## config.mk

```make
export PLATFORM = sky130hd
export DESIGN_NAME = vga_sync_gen
export DESIGN_NICKNAME = d
export VERILOG_FILES = /design/src/rtl/vga_timing_pkg.sv /design/src/rtl/vga_axis_counter.sv /design/src/rtl/vga_sync_gen.sv
export SDC_FILE = /design/constraint.sdc
export NUM_CORES = 1
export LEC_CHECK = 0
export BUFFER_PORTS_ARGS = -buffer_cell sky130_fd_sc_hd__buf_2
export CORE_ASPECT_RATIO = 1.4
export CORE_MARGIN = 1
export CORE_UTILIZATION = 50
export CTS_CLUSTER_DIAMETER = 30
export DETAILED_ROUTE_END_ITERATION = 10
export PLACE_DENSITY_LB_ADDON = 0.1
export SYNTH_ARGS = -nofsm -noshare
export SYNTH_HDL_FRONTEND = slang
export SYNTH_SLANG_ARGS = --single-unit
```

## constraint.sdc

```tcl
create_clock -name Master_Clock_In -period 2.1 [get_ports Master_Clock_In]
set_input_delay 0.42 -clock Master_Clock_In [delete_from_list [all_inputs] [get_ports Master_Clock_In]]
set_output_delay 0.42 -clock Master_Clock_In [all_outputs]
set_load 0.05 [all_outputs]
```

## src/rtl/vga_timing_pkg.sv

```systemverilog
// 640x480@60 timing constants and the per-axis phase type shared by the VGA sync generator.
package vga_timing_pkg;

    localparam int CNT_W   = 10;
    localparam int CNT_MAX = 1 << CNT_W;

    localparam int VGA_CLK_DIV  = 4;
    localparam int VGA_H_ACTIVE = 640;
    localparam int VGA_H_FP     = 16;
    localparam int VGA_H_SYNC   = 96;
    localparam int VGA_H_BP     = 48;
    localparam int VGA_H_TOTAL  = VGA_H_ACTIVE + VGA_H_FP + VGA_H_SYNC + VGA_H_BP;
    localparam int VGA_V_ACTIVE = 480;
    localparam int VGA_V_FP     = 10;
    localparam int VGA_V_SYNC   = 2;
    localparam int VGA_V_BP     = 33;
    localparam int VGA_V_TOTAL  = VGA_V_ACTIVE + VGA_V_FP + VGA_V_SYNC + VGA_V_BP;

    typedef enum logic [1:0] {
        PH_ACTIVE = 2'd0,
        PH_FRONT  = 2'd1,
        PH_SYNC   = 2'd2,
        PH_BACK   = 2'd3
    } phase_e;

endpackage

```

## src/rtl/vga_axis_counter.sv

```systemverilog
// One timing axis: count 0..TOTAL-1 with a phase tracker.
// phase | meaning: ACTIVE visible, FRONT front porch, SYNC sync pulse, BACK back porch.
module vga_axis_counter
    import vga_timing_pkg::*;
#(
    parameter int ACTIVE = VGA_H_ACTIVE,
    parameter int FP     = VGA_H_FP,
    parameter int SYNC   = VGA_H_SYNC,
    parameter int BP     = VGA_H_BP
) (
    input  logic             clk_i,
    input  logic             rst_i,
    input  logic             en_i,
    input  logic             wrap_i,
    output logic [CNT_W-1:0] count_o,
    output phase_e           phase_o,
    output logic             wrap_o
);

    localparam int TOTAL = ACTIVE + FP + SYNC + BP;
    localparam logic [CNT_W-1:0] LAST     = CNT_W'(TOTAL - 1);
    localparam logic [CNT_W-1:0] FRONT_AT = CNT_W'(ACTIVE);
    localparam logic [CNT_W-1:0] SYNC_AT  = CNT_W'(ACTIVE + FP);
    localparam logic [CNT_W-1:0] BACK_AT  = CNT_W'(ACTIVE + FP + SYNC);

    if (TOTAL > CNT_MAX) begin : g_total_check
        $error("vga_axis_counter: total %0d does not fit in %0d-bit counter", TOTAL, CNT_W);
    end

    logic [CNT_W-1:0] count_q, count_d;
    phase_e           phase_q, phase_d;

    assign wrap_o  = (count_q == LAST);
    assign count_o = count_q;
    assign phase_o = phase_q;

    // Later phases are tested first so a zero-width porch is skipped cleanly.
    always_comb begin
        count_d = count_q;
        phase_d = phase_q;
        if (en_i) begin
            if (wrap_i || (count_q == LAST)) begin
                count_d = '0;
                phase_d = PH_ACTIVE;
            end else begin
                count_d = count_q + 1'b1;
                if (count_d == BACK_AT) begin
                    phase_d = PH_BACK;
                end else if (count_d == SYNC_AT) begin
                    phase_d = PH_SYNC;
                end else if (count_d == FRONT_AT) begin
                    phase_d = PH_FRONT;
                end
            end
        end
    end

    always_ff @(posedge clk_i or posedge rst_i) begin
        if (rst_i) begin
            count_q <= '0;
            phase_q <= PH_ACTIVE;
        end else begin
            count_q <= count_d;
            phase_q <= phase_d;
        end
    end

endmodule

```

## src/rtl/vga_sync_gen.sv

```systemverilog
// VGA timing source: pixel-rate divider, h/v axis counters and registered sync/enable/frame outputs.
// Optional colour-bar test pattern on Red/Green/Blue_Out when VGA_TESTPAT_EN is defined.
module vga_sync_gen
    import vga_timing_pkg::*;
#(
    parameter int CLK_DIV  = VGA_CLK_DIV,
    parameter int H_ACTIVE = VGA_H_ACTIVE,
    parameter int H_FP     = VGA_H_FP,
    parameter int H_SYNC   = VGA_H_SYNC,
    parameter int H_BP     = VGA_H_BP,
    parameter int V_ACTIVE = VGA_V_ACTIVE,
    parameter int V_FP     = VGA_V_FP,
    parameter int V_SYNC   = VGA_V_SYNC,
    parameter int V_BP     = VGA_V_BP,
    parameter bit SYNC_POL = 1'b0
) (
    input  logic             Master_Clock_In,
    input  logic             Reset_In,
    output logic             Pixel_Tick_Out,
    output logic             HSync_Out,
    output logic             VSync_Out,
    output logic             Disp_Ena_Out,
    output logic [CNT_W-1:0] Val_Col_Out,
    output logic [CNT_W-1:0] Val_Row_Out,
    output logic             Frame_Tick_Out
`ifdef VGA_TESTPAT_EN
    ,
    output logic [3:0]       Red_Out,
    output logic [3:0]       Green_Out,
    output logic [3:0]       Blue_Out
`endif
);

    localparam int DIV_W = (CLK_DIV > 1) ? $clog2(CLK_DIV) : 1;
    localparam logic [DIV_W-1:0] DIV_LAST = DIV_W'(CLK_DIV - 1);
    localparam logic [DIV_W-1:0] DIV_PRE  = DIV_W'(CLK_DIV - 2);
    localparam logic [CNT_W-1:0] V_BLANK_AT = CNT_W'(V_ACTIVE);

    if (CLK_DIV < 2) begin : g_div_check
        $error("vga_sync_gen: CLK_DIV must be at least 2, got %0d", CLK_DIV);
    end

    logic [DIV_W-1:0] div_q, div_d;
    logic             adv;
    logic [CNT_W-1:0] h_cnt, v_cnt;
    phase_e           h_phase, v_phase;
    logic             h_wrap, v_wrap_unused;
    logic             active_now;

    logic             tick_q, tick_d;
    logic             hs_q, hs_d;
    logic             vs_q, vs_d;
    logic             de_q, de_d;
    logic             frame_q, frame_d;
    logic [CNT_W-1:0] col_q, col_d;
    logic [CNT_W-1:0] row_q, row_d;

    // The counters step on the same edge that raises Pixel_Tick, so the
    // registered outputs show the pre-step count for the whole tick period.
    assign adv   = (div_q == DIV_PRE);
    assign div_d = (div_q == DIV_LAST) ? '0 : div_q + 1'b1;

    vga_axis_counter #(
        .ACTIVE (H_ACTIVE),
        .FP     (H_FP),
        .SYNC   (H_SYNC),
        .BP     (H_BP)
    ) u_h_axis (
        .clk_i   (Master_Clock_In),
        .rst_i   (Reset_In),
        .en_i    (adv),
        .wrap_i  (1'b0),
        .count_o (h_cnt),
        .phase_o (h_phase),
        .wrap_o  (h_wrap)
    );

    vga_axis_counter #(
        .ACTIVE (V_ACTIVE),
        .FP     (V_FP),
        .SYNC   (V_SYNC),
        .BP     (V_BP)
    ) u_v_axis (
        .clk_i   (Master_Clock_In),
        .rst_i   (Reset_In),
        .en_i    (adv & h_wrap),
        .wrap_i  (1'b0),
        .count_o (v_cnt),
        .phase_o (v_phase),
        .wrap_o  (v_wrap_unused)
    );

    assign active_now = (h_phase == PH_ACTIVE) && (v_phase == PH_ACTIVE);

    always_comb begin
        tick_d  = adv;
        hs_d    = hs_q;
        vs_d    = vs_q;
        de_d    = de_q;
        col_d   = col_q;
        row_d   = row_q;
        frame_d = 1'b0;
        if (adv) begin
            hs_d    = (h_phase == PH_SYNC) ? SYNC_POL : ~SYNC_POL;
            vs_d    = (v_phase == PH_SYNC) ? SYNC_POL : ~SYNC_POL;
            de_d    = active_now;
            col_d   = h_cnt;
            row_d   = v_cnt;
            frame_d = (h_cnt == '0) && (v_cnt == V_BLANK_AT);
        end
    end

    always_ff @(posedge Master_Clock_In or posedge Reset_In) begin
        if (Reset_In) begin
            div_q   <= '0;
            tick_q  <= 1'b0;
            hs_q    <= ~SYNC_POL;
            vs_q    <= ~SYNC_POL;
            de_q    <= 1'b0;
            col_q   <= '0;
            row_q   <= '0;
            frame_q <= 1'b0;
        end else begin
            div_q   <= div_d;
            tick_q  <= tick_d;
            hs_q    <= hs_d;
            vs_q    <= vs_d;
            de_q    <= de_d;
            col_q   <= col_d;
            row_q   <= row_d;
            frame_q <= frame_d;
        end
    end

    assign Pixel_Tick_Out = tick_q;
    assign HSync_Out      = hs_q;
    assign VSync_Out      = vs_q;
    assign Disp_Ena_Out   = de_q;
    assign Val_Col_Out    = col_q;
    assign Val_Row_Out    = row_q;
    assign Frame_Tick_Out = frame_q;

`ifdef VGA_TESTPAT_EN
    localparam logic [CNT_W-1:0] BAR_W = CNT_W'(H_ACTIVE / 8);

    logic [2:0]  bar;
    logic [11:0] rgb_q, rgb_d;

    // Bar index bits map to {R,G,B}; each set bit drives its channel full scale.
    assign bar = 3'(h_cnt / BAR_W);

    always_comb begin
        rgb_d = rgb_q;
        if (adv) begin
            rgb_d = active_now ? {{4{bar[2]}}, {4{bar[1]}}, {4{bar[0]}}} : 12'h000;
        end
    end

    always_ff @(posedge Master_Clock_In or posedge Reset_In) begin
        if (Reset_In) begin
            rgb_q <= 12'h000;
        end else begin
            rgb_q <= rgb_d;
        end
    end

    assign Red_Out   = rgb_q[11:8];
    assign Green_Out = rgb_q[7:4];
    assign Blue_Out  = rgb_q[3:0];
`endif

endmodule

```

# After elaboration in Yosys (flattened, before gate mapping)
# Index checks and enable logic that the tools add are counted.
# W data, S select, Z words.
[word_totals]
reg_bits = 51
in_bits = 2
output_inout_bits = 25
elab_cells = 52
[op_classes]
add_sub_neg = 3
n_eq_ne = 13
muxes = 14
bitwise = 1
n_reduce_logical = 9
[op_table]
columns = ["operator", "count"]
rows = [
  ["$eq A10 B10 Y1 const B", 5],
  ["$eq A10 B9 Y1 const B", 4],
  ["$add A10 B1 Y10 const B", 2],
  ["$mux W10", 2],
  ["$mux W2", 9],
  ["$logic_not A10 Y1", 1],
  ["$eq A2 B2 Y1 const B", 4],
  ["$reduce_bool A4 Y1", 2],
  ["$logic_not A2 Y1", 2],
  ["$reduce_and A2 Y1", 2],
  ["$mux W1", 3],
  ["$add A2 B1 Y2 const B", 1],
  ["$logic_and A1 B1 Y1", 2],
  ["$and A1 B1 Y1", 1],
]

# Depth between registers and ports, before layout
# Gate-level depths: netlist of the first run.
[depth]
depth_word = 6
ltp_mapped = 9

# By module
# From an unflattened synthesis of the first run, not the netlist that was laid out.
[unflattened]
hier_cells = 300
hier_area_um2 = 2962.8
[by_module_without_submodules]
columns = ["module", "instances", "cells_each", "area_each_um2"]
rows = [
  ["vga_sync_gen", 1, 75, 1072.3],
  ["vga_axis_counter at u_h_axis", 1, 120, 973.4],
  ["vga_axis_counter at u_v_axis", 1, 105, 917.1],
]

# Worst setup path before layout of the first run
# No wires, ideal clock.
[synth_path]
kind = "reg-to-reg"
start = "register u_v_axis.count_q[0] (netlist: u_v_axis.count_o[0])"
end = "register u_v_axis.phase_q[1] (netlist: u_v_axis.phase_o[1])"
arrival_ps = 1818
setup_slack_ps = 156
stages_incl_launch_ff = 8
period_less_slack_ps = 1944
path_cell_list = "dfrtp_1 ha_1 clkbuf_1 nand4b_1 a21oi_1 o221ai_2 nand2b_1 a221o_1"
[synth_between]
elab_chain_len = 5
[synth_rtl]
columns = ["item", "line", "source"]
rows = [
  ["from (decl)", "vga_axis_counter.sv:30", "logic [CNT_W-1:0] count_q, count_d;"],
  ["from (signal assigned)", "vga_axis_counter.sv:63", "count_q <= count_d;"],
  ["$add A10 B1 Y10", "vga_axis_counter.sv:46", "count_d = count_q + 1'b1;"],
  ["$eq A10 B9 Y1", "vga_axis_counter.sv:49", "end else if (count_d == SYNC_AT) begin"],
  ["$mux W2", "vga_axis_counter.sv:49", ""],
  ["$mux W2", "vga_axis_counter.sv:47", "if (count_d == BACK_AT) begin"],
  ["$mux W2", "vga_axis_counter.sv:42", "if (wrap_i || (count_q == LAST)) begin"],
  ["to (signal assigned)", "vga_axis_counter.sv:64", "phase_q <= phase_d;"],
  ["to (decl)", "vga_axis_counter.sv:31", "phase_e phase_q, phase_d;"],
]
# Several ways; a longest one is shown, not always the timed one.
# A chain may end at the register's enable or synchronous reset.

# Final worst setup path of the first run
[layout_path]
start = "register u_h_axis.count_q[0] (netlist: u_h_axis.count_o[0])"
end = "register u_h_axis.phase_q[1] (netlist: u_h_axis.phase_o[1])"
[layout_between]
elab_chain_len = 5
[layout_rtl]
columns = ["item", "line"]
rows = [
  ["from (decl)", "vga_axis_counter.sv:30"],
  ["from (signal assigned)", "vga_axis_counter.sv:63"],
  ["$add A10 B1 Y10", "vga_axis_counter.sv:46"],
  ["$eq A10 B10 Y1", "vga_axis_counter.sv:49"],
  ["$mux W2", "vga_axis_counter.sv:49"],
  ["$mux W2", "vga_axis_counter.sv:47"],
  ["$mux W2", "vga_axis_counter.sv:42"],
  ["to (signal assigned)", "vga_axis_counter.sv:64"],
  ["to (decl)", "vga_axis_counter.sv:31"],
]
# Several ways; a longest one is shown, not always the timed one.

==> results.txt, run 1 <==
- Run status: finished clean
- OpenSTA, run right after detailed placement, puts the worst setup slack at 0.107 ns.
- Total placed cells including tap cells: 380
- TritonCTS clock tree: done
- The detail route stage leaves a number of antenna-violating nets equal to 0.
- Kind of critical path: flip-flop to flip-flop
- Number of global-route vias before repair: 2239
* Largest vdd supply drop: 0.457 mV
* Syn Nets: 295
- Type of destination of the critical path: flip-flop
- The first detailed-routing pass took 4 iterations.
* Area of the mapped netlist: 0.00287 mm²
- Fin worst setup slack: 0.112 ns
- Setup violations remaining at the end of the flow were counted as 0.
* Filler-free cell count of the finished design: 388
- DR iter-0 viols: 122
- Die W: 66.1 µm
* CTS Hold Bufs: 0
- After routing, the total negative slack on setup checks comes to 0 ns.
- FMAX: 0.503 GHz
- Die height: 91.7 µm
- Post-layout net count: 330
- Tightest slew margin relative to the limit: 70.0%
- For the final database, setup skew stands at 0.00695 ns.
- Clock latency at the later pin of the worst-skew pair: 0.30 ns
- Detailed Route WL: 6.20 mm
- CP Data Arrival Time: 2.20 ns
* Number of buffers created by CTS: 5
- CTS root buffer: sky130_fd_sc_hd__clkbuf_8
- The worst setup path is launched from a flip-flop.
* Instance count of the mapped netlist: 284
* Number of hold-slack violations in the final timing report: 0
- Buffers from clock root to sink, at most: 2
- The Yosys step of the flow raised 0 warnings.
- Global placement routability congestion: 0.902
- Final global-route overflow total: 0
* Wire length of the first global-routing pass: 10.7 mm
* Post-route standard cell area excluding fillers: 0.00327 mm²
* Cell types with the largest area share after synthesis: sky130_fd_sc_hd__dfrtp_1 43%, sky130_fd_sc_hd__mux2_2 9.0%, sky130_fd_sc_hd__ha_1 3.9%
- In this run the cell area measured after placement is 0.00314 mm².
- Of the cells placed in the final design, the portion with a size suffix greater than 1 is 30.3%.
* Distinct cell type count after synthesis: 54
- Count of inserted antenna diode cells: 0
- Count of pins over their slew limit: 0
* HPWL reported at the end of detailed placement: 4.49 mm
- Worst hold-check path type: input port to async pin
- Number of H-tree levels: 2
- After layout, the worst path uses 94.7% of the clock period.
- Worst-path fanout max: 5
* Unrepaired setup endpoints after global routing: no
* Average cell area after synthesis: 10.1 µm²
- Relative to the synthesized area, the layout overhead comes to 13.8%.
- Count of port buffers added during placement: 26
- In the layout the commonest cells are 47 x sky130_fd_sc_hd__dfrtp_1, 26 x sky130_fd_sc_hd__buf_2, 25 x sky130_fd_sc_hd__nand2_1.
- Vias per cell: 5.65
* # IOs: 27
* Area share of the largest cell type after synthesis: 42.7%
- Dividing total power by cell area gives a power density of 518 mW/mm².
* Most common library cell in the layout ignoring fill and taps: sky130_fd_sc_hd__dfrtp_1
- Number of register bits inferred by synthesis: 51
- Sequential elements use 44.5% of the synthesized area.
* Number of sinks handled by clock tree synthesis: 51
- Tightest hold margin: 0.0951 ns
* Post-CTS clock slew at the launch and capture registers of the worst setup and hold paths: 0.10 ns
* Async S/R FF share, synth: 100%
- Final critical-path required period: 1.99 ns
- Counting both buffers and inverters, the worst setup path holds a total of 0.
- The analysis attributes to cell leakage a power of 1.47 nW.
- DRC violation count after routing: 0
- Across the run, the number of max-cap violations was 0.
- Entering global routing, the biggest net connects 41 pins.
- The slowest stage of the critical path is the sky130_fd_sc_hd__a311oi_1 cell.
- Starting utilization of the core area: 52.0%
* Area of the die: 0.00605 mm²
- Dominant register cell in the synthesized netlist: sky130_fd_sc_hd__dfrtp_1
- The number of antenna violations at the first check in global routing was 0.
- The signal on the critical path passes through ha_1 > nand4_4 > or2_0 > a311oi_1 > nor4b_2 > a211o_1 > o211ai_1.
- STA puts the critical path data required time at 2.31 ns.
- The cell family contributing the most delay on the critical path is compound AO/OA/AOI/OAI gates.
- Total routing usage reported by global routing: 23.0%
- Synth area leader: sky130_fd_sc_hd__dfrtp_1
- The floorplan has 32 rows.
- In the final routed layout, each cell accounts on average for 16.0 µm.
- At the pin with the least slew margin, the transition time is 0.444 ns.
- Routed vias: 2192
* Max stage delay on crit path: 0.38 ns
- Yosys mapped a number of flops with a built-in enable equal to 0.
- Core Area: 0.00553 mm²
- Buffer count from post-CTS setup fixing: 0
[report_power, final]
| group | switching, mW | internal [mW] | total [mW] | leakage, nW |
|---|---|---|---|---|
| Combinational | 0.0193 | 0.00329 | 0.0226 | 0.745 |
| Clock | 0.332 | 0.355 | 0.687 | 0.0581 |
| Sequential | 0 | 0.981 | 0.981 | 0.669 |
| Total | 0.351 | 1.34 | 1.69 | 1.47 |
[through the flow]
stage / total power [mW] / utilization (%)
after floorplan: 1.02 / -
after global placement: 1.02 / 56.8
after detailed placement: 1.03 / 56.8
after CTS: 1.71 / 58.8
after global routing: 1.76 / 59.1
final: 1.69 / 59.1
[sequential cells by signal, summed over array words and instances (netlist names)]
| register | count |
|---|---|
| Val_Col_Out | 10 |
| Val_Row_Out | 10 |
| u_h_axis.count_o | 10 |
| u_v_axis.count_o | 10 |
| div_q | 2 |
| u_h_axis.phase_o | 2 |
| u_v_axis.phase_o | 2 |
| Disp_Ena_Out | 1 |
| Frame_Tick_Out | 1 |
| HSync_Out | 1 |
| Pixel_Tick_Out | 1 |
| VSync_Out | 1 |
[metal layers]
| metal | GRT usage [%] | vias to the layer above | wire (µm) | share of wire (%) |
|---|---|---|---|---|
| met1 | 27.9 | 1067 | 2610 | 42 |
| met3 | 3.36 | 15 | 142 | 2.3 |
| met2 | 40.4 | 42 | 3330 | 54 |
| li1 | - | 1068 | - | - |
| met4 | 8.16 | 0 | 125 | 2.0 |
| met5 | 0 | - | 0 | 0 |
[cell usage after synthesis, types with 3 or more instances]
cell type	number
sky130_fd_sc_hd__dfrtp_1	49
sky130_fd_sc_hd__nand2_1	25
sky130_fd_sc_hd__mux2_2	23
sky130_fd_sc_hd__o21ai_0	21
sky130_fd_sc_hd__inv_1	15
sky130_fd_sc_hd__nor2_1	13
sky130_fd_sc_hd__nor3_1	10
sky130_fd_sc_hd__ha_1	9
sky130_fd_sc_hd__xnor2_1	9
sky130_fd_sc_hd__nand3_1	8
sky130_fd_sc_hd__buf_2	7
sky130_fd_sc_hd__nand4_1	7
sky130_fd_sc_hd__a21oi_1	6
sky130_fd_sc_hd__a31oi_1	6
sky130_fd_sc_hd__clkbuf_1	6
sky130_fd_sc_hd__and3_1	5
sky130_fd_sc_hd__nand2b_1	5
sky130_fd_sc_hd__nor4_1	5
sky130_fd_sc_hd__nor2b_1	4
sky130_fd_sc_hd__xor2_1	4
sky130_fd_sc_hd__buf_6	3
[path summary, 6_finish.rpt]
path | start | end | slack (ns) | depth (start not counted)
worst max-delay path | u_h_axis.count_o[0]$_DFFE_PP0P_ | u_h_axis.phase_o[1]$_DFFE_PP0P_ | 0.11 | 7
worst min-delay path | Reset_In | Val_Row_Out[3]$_DFFE_PP0P_ | 0.1 | 2
worst max register to register | u_h_axis.count_o[0]$_DFFE_PP0P_ | u_h_axis.phase_o[1]$_DFFE_PP0P_ | 0.11 | 7
worst min register to register | div_q[0]$_DFF_PP0_ | div_q[0]$_DFF_PP0_ | 0.46 | 1
max in group asynchronous | Reset_In | VSync_Out$_DFFE_PP1P_ | 1.36 | 3
min in group Master_Clock_In | div_q[0]$_DFF_PP0_ | div_q[0]$_DFF_PP0_ | 0.46 | 1
[cell families (layout without fill, tap and decap cells)]
kind of cell / count (synthesis) / after routing / synth area share [%]
flops: 51 / 51 / 44.5
mux: 25 / 25 / 9.72
xor+xnor: 13 / 13 / 3.97
buf+inv: 35 / 71 / 5.93
compound gates: 52 / 52 / 12.0
simple gates: 99 / 99 / 19.9
fa+ha+maj: 9 / 9 / 3.92
[layout make-up]
type	count	area, µm²
fill	515	2260
tap	68	85.1
clock inverter	3	43.8
multi-input combinational	198	1430
clock buffer	5	68.8
inverter	15	56.3
timing repair buffer	48	299
sequential	51	1280
[worst reg2reg max path: stages, from the launching register on]
cell and delay (ns):
sky130_fd_sc_hd__dfrtp_1 0.36, sky130_fd_sc_hd__ha_1 0.28, sky130_fd_sc_hd__nand4_4 0.15, sky130_fd_sc_hd__or2_0 0.25, sky130_fd_sc_hd__a311oi_1 0.38, sky130_fd_sc_hd__nor4b_2 0.11, sky130_fd_sc_hd__a211o_1 0.27, sky130_fd_sc_hd__o211ai_1 0.10
[repair_timing]
| action | CTS | global route |
|---|---|---|
| hold endpoints to repair | 0 | 0 |
| gates resized for setup | 0 | 6 |
| endpoints found under the setup margin | 0 | 7 |
No activity file was read; power rests on OpenSTA's default activity.
==> run 2: changes to the inputs <==
--- a/config.mk
+++ b/config.mk
@@ -11,7 +11,7 @@
 export CORE_UTILIZATION = 50
 export CTS_CLUSTER_DIAMETER = 30
 export DETAILED_ROUTE_END_ITERATION = 10
-export PLACE_DENSITY_LB_ADDON = 0.1
+export PLACE_DENSITY = 0.69
 export SYNTH_ARGS = -nofsm -noshare
 export SYNTH_HDL_FRONTEND = slang
 export SYNTH_SLANG_ARGS = --single-unit
==> run 2 against run 1 <==
Effect of this change:
- power shrank 1.8%
- sequential power about the same
- clock skew fell by 0.00054 ns
- core utilization fell by 0.39 points
- worst hold slack better by 0.030 ns
- fmax up 2.4%
- final cell count decreased by 0.52%
- design area fell by 0.65%
- global-route usage is 0.74 points lower
- die area unchanged
- clock power down 4.7%
- register-to-register slack better by 0.05 ns
==> results.txt, run 2 (same netlist as run 1, synthesis figures left out) <==
* Run status: finished clean
* Internal power component: 1.34 mW (-0.35%)
- CP delay by family, top: compound AO/OA/AOI/OAI gates
* Share of total power in sequential cells: 59.1% (+1.1 points)
- Global placement routability congestion: 0.934 (+3.5%)
* Ratio of final minimum period to clock period: 92.5% (-2.2 points)
* Final Skew: 0.00641 ns (-0.000540 ns)
* Starting utilization of the core area: 52.0% (unchanged)
- GR Layer Usage met1: 26.5% (-1.4 points)
* Tightest hold margin: 0.126 ns (+0.0304 ns)
- Area of the die: 0.00605 mm² (unchanged)
* Combinational cell fraction of total power: 1.4% (about the same)
- # IOs: 27 (unchanged)
- Among all stages on the critical path, the largest delay is contributed by sky130_fd_sc_hd__dfrtp_1.
* Vias per cell: 5.77 (+2.1%)
* Routed wire length per instance: 15.4 µm (-3.8%)
- Setup repair after global routing left no endpoint under its margin.
- Floorplan row count: 32 (unchanged)
- The data required time at the worst endpoint was 2.30 ns (about the same).
- Number of global-route vias before repair: 2153 (-3.8%)
- Count of inserted antenna diode cells: 0 (unchanged)
- The global-route total usage across every layer was 22.2% (-0.74 points).
- First-pass detailed-route iteration total: 4 (unchanged)
* Area growth from synthesis to layout: 13.0%
* Die W: 66.1 µm (unchanged)
- Sw Ratio: 19.6% (-1.2 points)
* Length in cells of the worst reg-to-reg path: 8 (+1)
- The number of buffers added by the clock tree synthesis step was 5 (unchanged).
- The maximum frequency from static timing analysis was 0.515 GHz (+2.4%).
- The total length of routed wires was 5.94 mm (-4.3%).
- Highest-utilization routing layer at the global route stage: met2
- CTS root buffer: sky130_fd_sc_hd__clkbuf_8
- The measured slew at the worst slew-check pin came to 0.481 ns (+0.0378 ns).
- Core Area: 0.00553 mm² (unchanged)
- The routing usage on met2 was 36.3% (-4.1 points).
* Number of H-tree levels: 2 (unchanged)
- TritonCTS clock tree: done
* Total Neg Setup Slack: 0 ns (unchanged)
* Count of pins over their slew limit: 0 (unchanged)
- The number of sinks handled by clock tree synthesis came to 51 (unchanged).
- Die height: 91.7 µm (unchanged)
- Worst flop-to-flop path endpoint: u_v_axis.phase_o[1]$_DFFE_PP0P_
- The count of filler cells inserted in the layout came to 476 (-7.6%).
* Type of destination of the critical path: flip-flop
- Pin count of the biggest net entering global routing: 41 (unchanged)
- Tightest slew margin relative to the limit: 67.9% (-2.2 points)
* Pwr Total: 1.66 mW (-1.8%)
- The minimum clock period after layout came to 1.94 ns (-0.0468 ns).
- The area taken by flip-flops and latches was 0.00128 mm² (-0.20%).
* CP Data Arrival Time: 2.14 ns (-0.06 ns)
- Post-place instance area: 0.00314 mm² (+0.16%)
* Wire length of the first global-routing pass: 10.2 mm (-4.2%)
- Antenna violation net count after detailed routing: 0 (unchanged)
- Leaving out fill and tap cells, the most frequent cells in the layout are 49 x sky130_fd_sc_hd__dfrtp_1, 26 x sky130_fd_sc_hd__buf_2, 25 x sky130_fd_sc_hd__nand2_1.
- In this run the worst hold path is classified as input port to async pin.
- Buffer count from post-CTS setup fixing: 0 (unchanged)
- Count of buffering cells on the critical path with inverters included: 1 (+1)
- Pwr Density: 511 mW/mm² (-1.2%)
* Number of antenna violations at the first check in global routing: 0 (unchanged)
- Category of the worst setup path launch point: flip-flop
* Origin of the critical flop-to-flop path: u_v_axis.count_o[1]$_DFFE_PP0P_
* Final global-route overflow total: 0 (unchanged)
- The number of nets in the finished design was 329 (-0.30%).
* Largest vdd supply drop: 0.353 mV (-23%)
- Routed vias: 2227 (+1.6%)
* R2r setup slk: 0.16 ns (+0.05 ns)
- Clock power share: 39.5% (-1.1 points)
- Buffers from clock root to sink, at most: 2 (unchanged)
- Proportion of layout cells with a drive suffix above 1: 28.0% (-2.3 points)
- Kind of critical path: flip-flop to flip-flop
- Worst-path fanout max: 6 (+1)
- The number of resized instances in the post-cts repair step came to 0 (unchanged).
- CTS Hold Bufs: 0 (unchanged)
- The multi-input gate area in the final layout was 0.00142 mm² (-0.70%).
* Most common library cell in the layout ignoring fill and taps: sky130_fd_sc_hd__dfrtp_1
- Post-route standard cell area excluding fillers: 0.00325 mm² (-0.65%)
- The first-iteration detailed-routing DRC count came to 178 (+46%).
* DRC violation count after routing: 0 (unchanged)
* Ordered list of cells on the worst path: buf_4 > ha_1 > and3_1 > nand2_1 > a21oi_1 > o221ai_2 > nand2b_1 > a221o_1
- Setup Viol. Count Final: 0 (unchanged)
* Post-CTS clock slew at the launch and capture registers of the worst setup and hold paths: 0.09 ns (about the same)
- The net switching power figure came to 0.325 mW (-7.5%).
- HPWL reported at the end of detailed placement: 4.37 mm (-2.6%)
* Count of port buffers added during placement: 26 (unchanged)
* Max-cap violation count: 0 (unchanged)
- Met3 capacity usage during global routing: 3.98% (+0.62 points)
* Number of hold-slack violations in the final timing report: 0 (unchanged)
- Leakage power: 1.47 nW (about the same)
* Clock latency at the later pin of the worst-skew pair: 0.30 ns (about the same)
- The stage delay of the slowest cell on the critical path came to 0.35 ns (-0.03 ns).
run 2: area by class of cell:
class                      count  share of cell area, %
multi-input combinational    198                   43.8
sequential                    51                   39.4
timing repair buffer          47                   9.25
tap                           68                   2.62
clock buffer                   6                   2.24
inverter                      15                   1.73
clock inverter                 1                  0.925
run 2: how the worst max path moves through the flow:
stage,startpoint,end,depth (start not counted)
final,u_v_axis.count_o[1]$_DFFE_PP0P_,u_v_axis.phase_o[1]$_DFFE_PP0P_,8
after detailed placement,u_h_axis.count_o[0]$_DFFE_PP0P_,u_h_axis.phase_o[0]$_DFFE_PP0P_,7
after global placement,u_v_axis.count_o[1]$_DFFE_PP0P_,u_v_axis.phase_o[1]$_DFFE_PP0P_,8
after CTS,u_h_axis.count_o[0]$_DFFE_PP0P_,u_h_axis.phase_o[0]$_DFFE_PP0P_,7
after floorplan,u_v_axis.count_o[0]$_DFFE_PP0P_,u_v_axis.phase_o[1]$_DFFE_PP0P_,7
after global routing,u_h_axis.count_o[1]$_DFFE_PP0P_,u_h_axis.phase_o[0]$_DFFE_PP0P_,7
run 2: power by group through the flow:
stage          logic (mW)  registers (mW)  clock network [mW]
3_5_place_dp       0.0256            1.00                   0
2_1_floorplan      0.0143            1.00                   0
5_1_grt            0.0289           0.981               0.722
6_report           0.0239           0.981               0.655
4_1_cts            0.0257           0.981               0.684
3_3_place_gp       0.0253            1.00                   0
run 2: layer usage:
| layer | part of all wire (%) | up-vias |
|---|---|---|
| li1 | - | 1070 |
| met1 | 41 | 1096 |
| met2 | 53 | 43 |
| met3 | 2.3 | 18 |
| met4 | 4.1 | 0 |
| met5 | 0 | - |
run 2: per-stage QoR:
stage	worst slack, ns	utilization [%]	std cells
floorplan	0.156	-	284
global placement	0.170	56.9	379
detailed placement	0.110	56.9	379
CTS	0.0945	58.7	386
global route	0.00623	58.7	386
finish	0.158	58.7	386
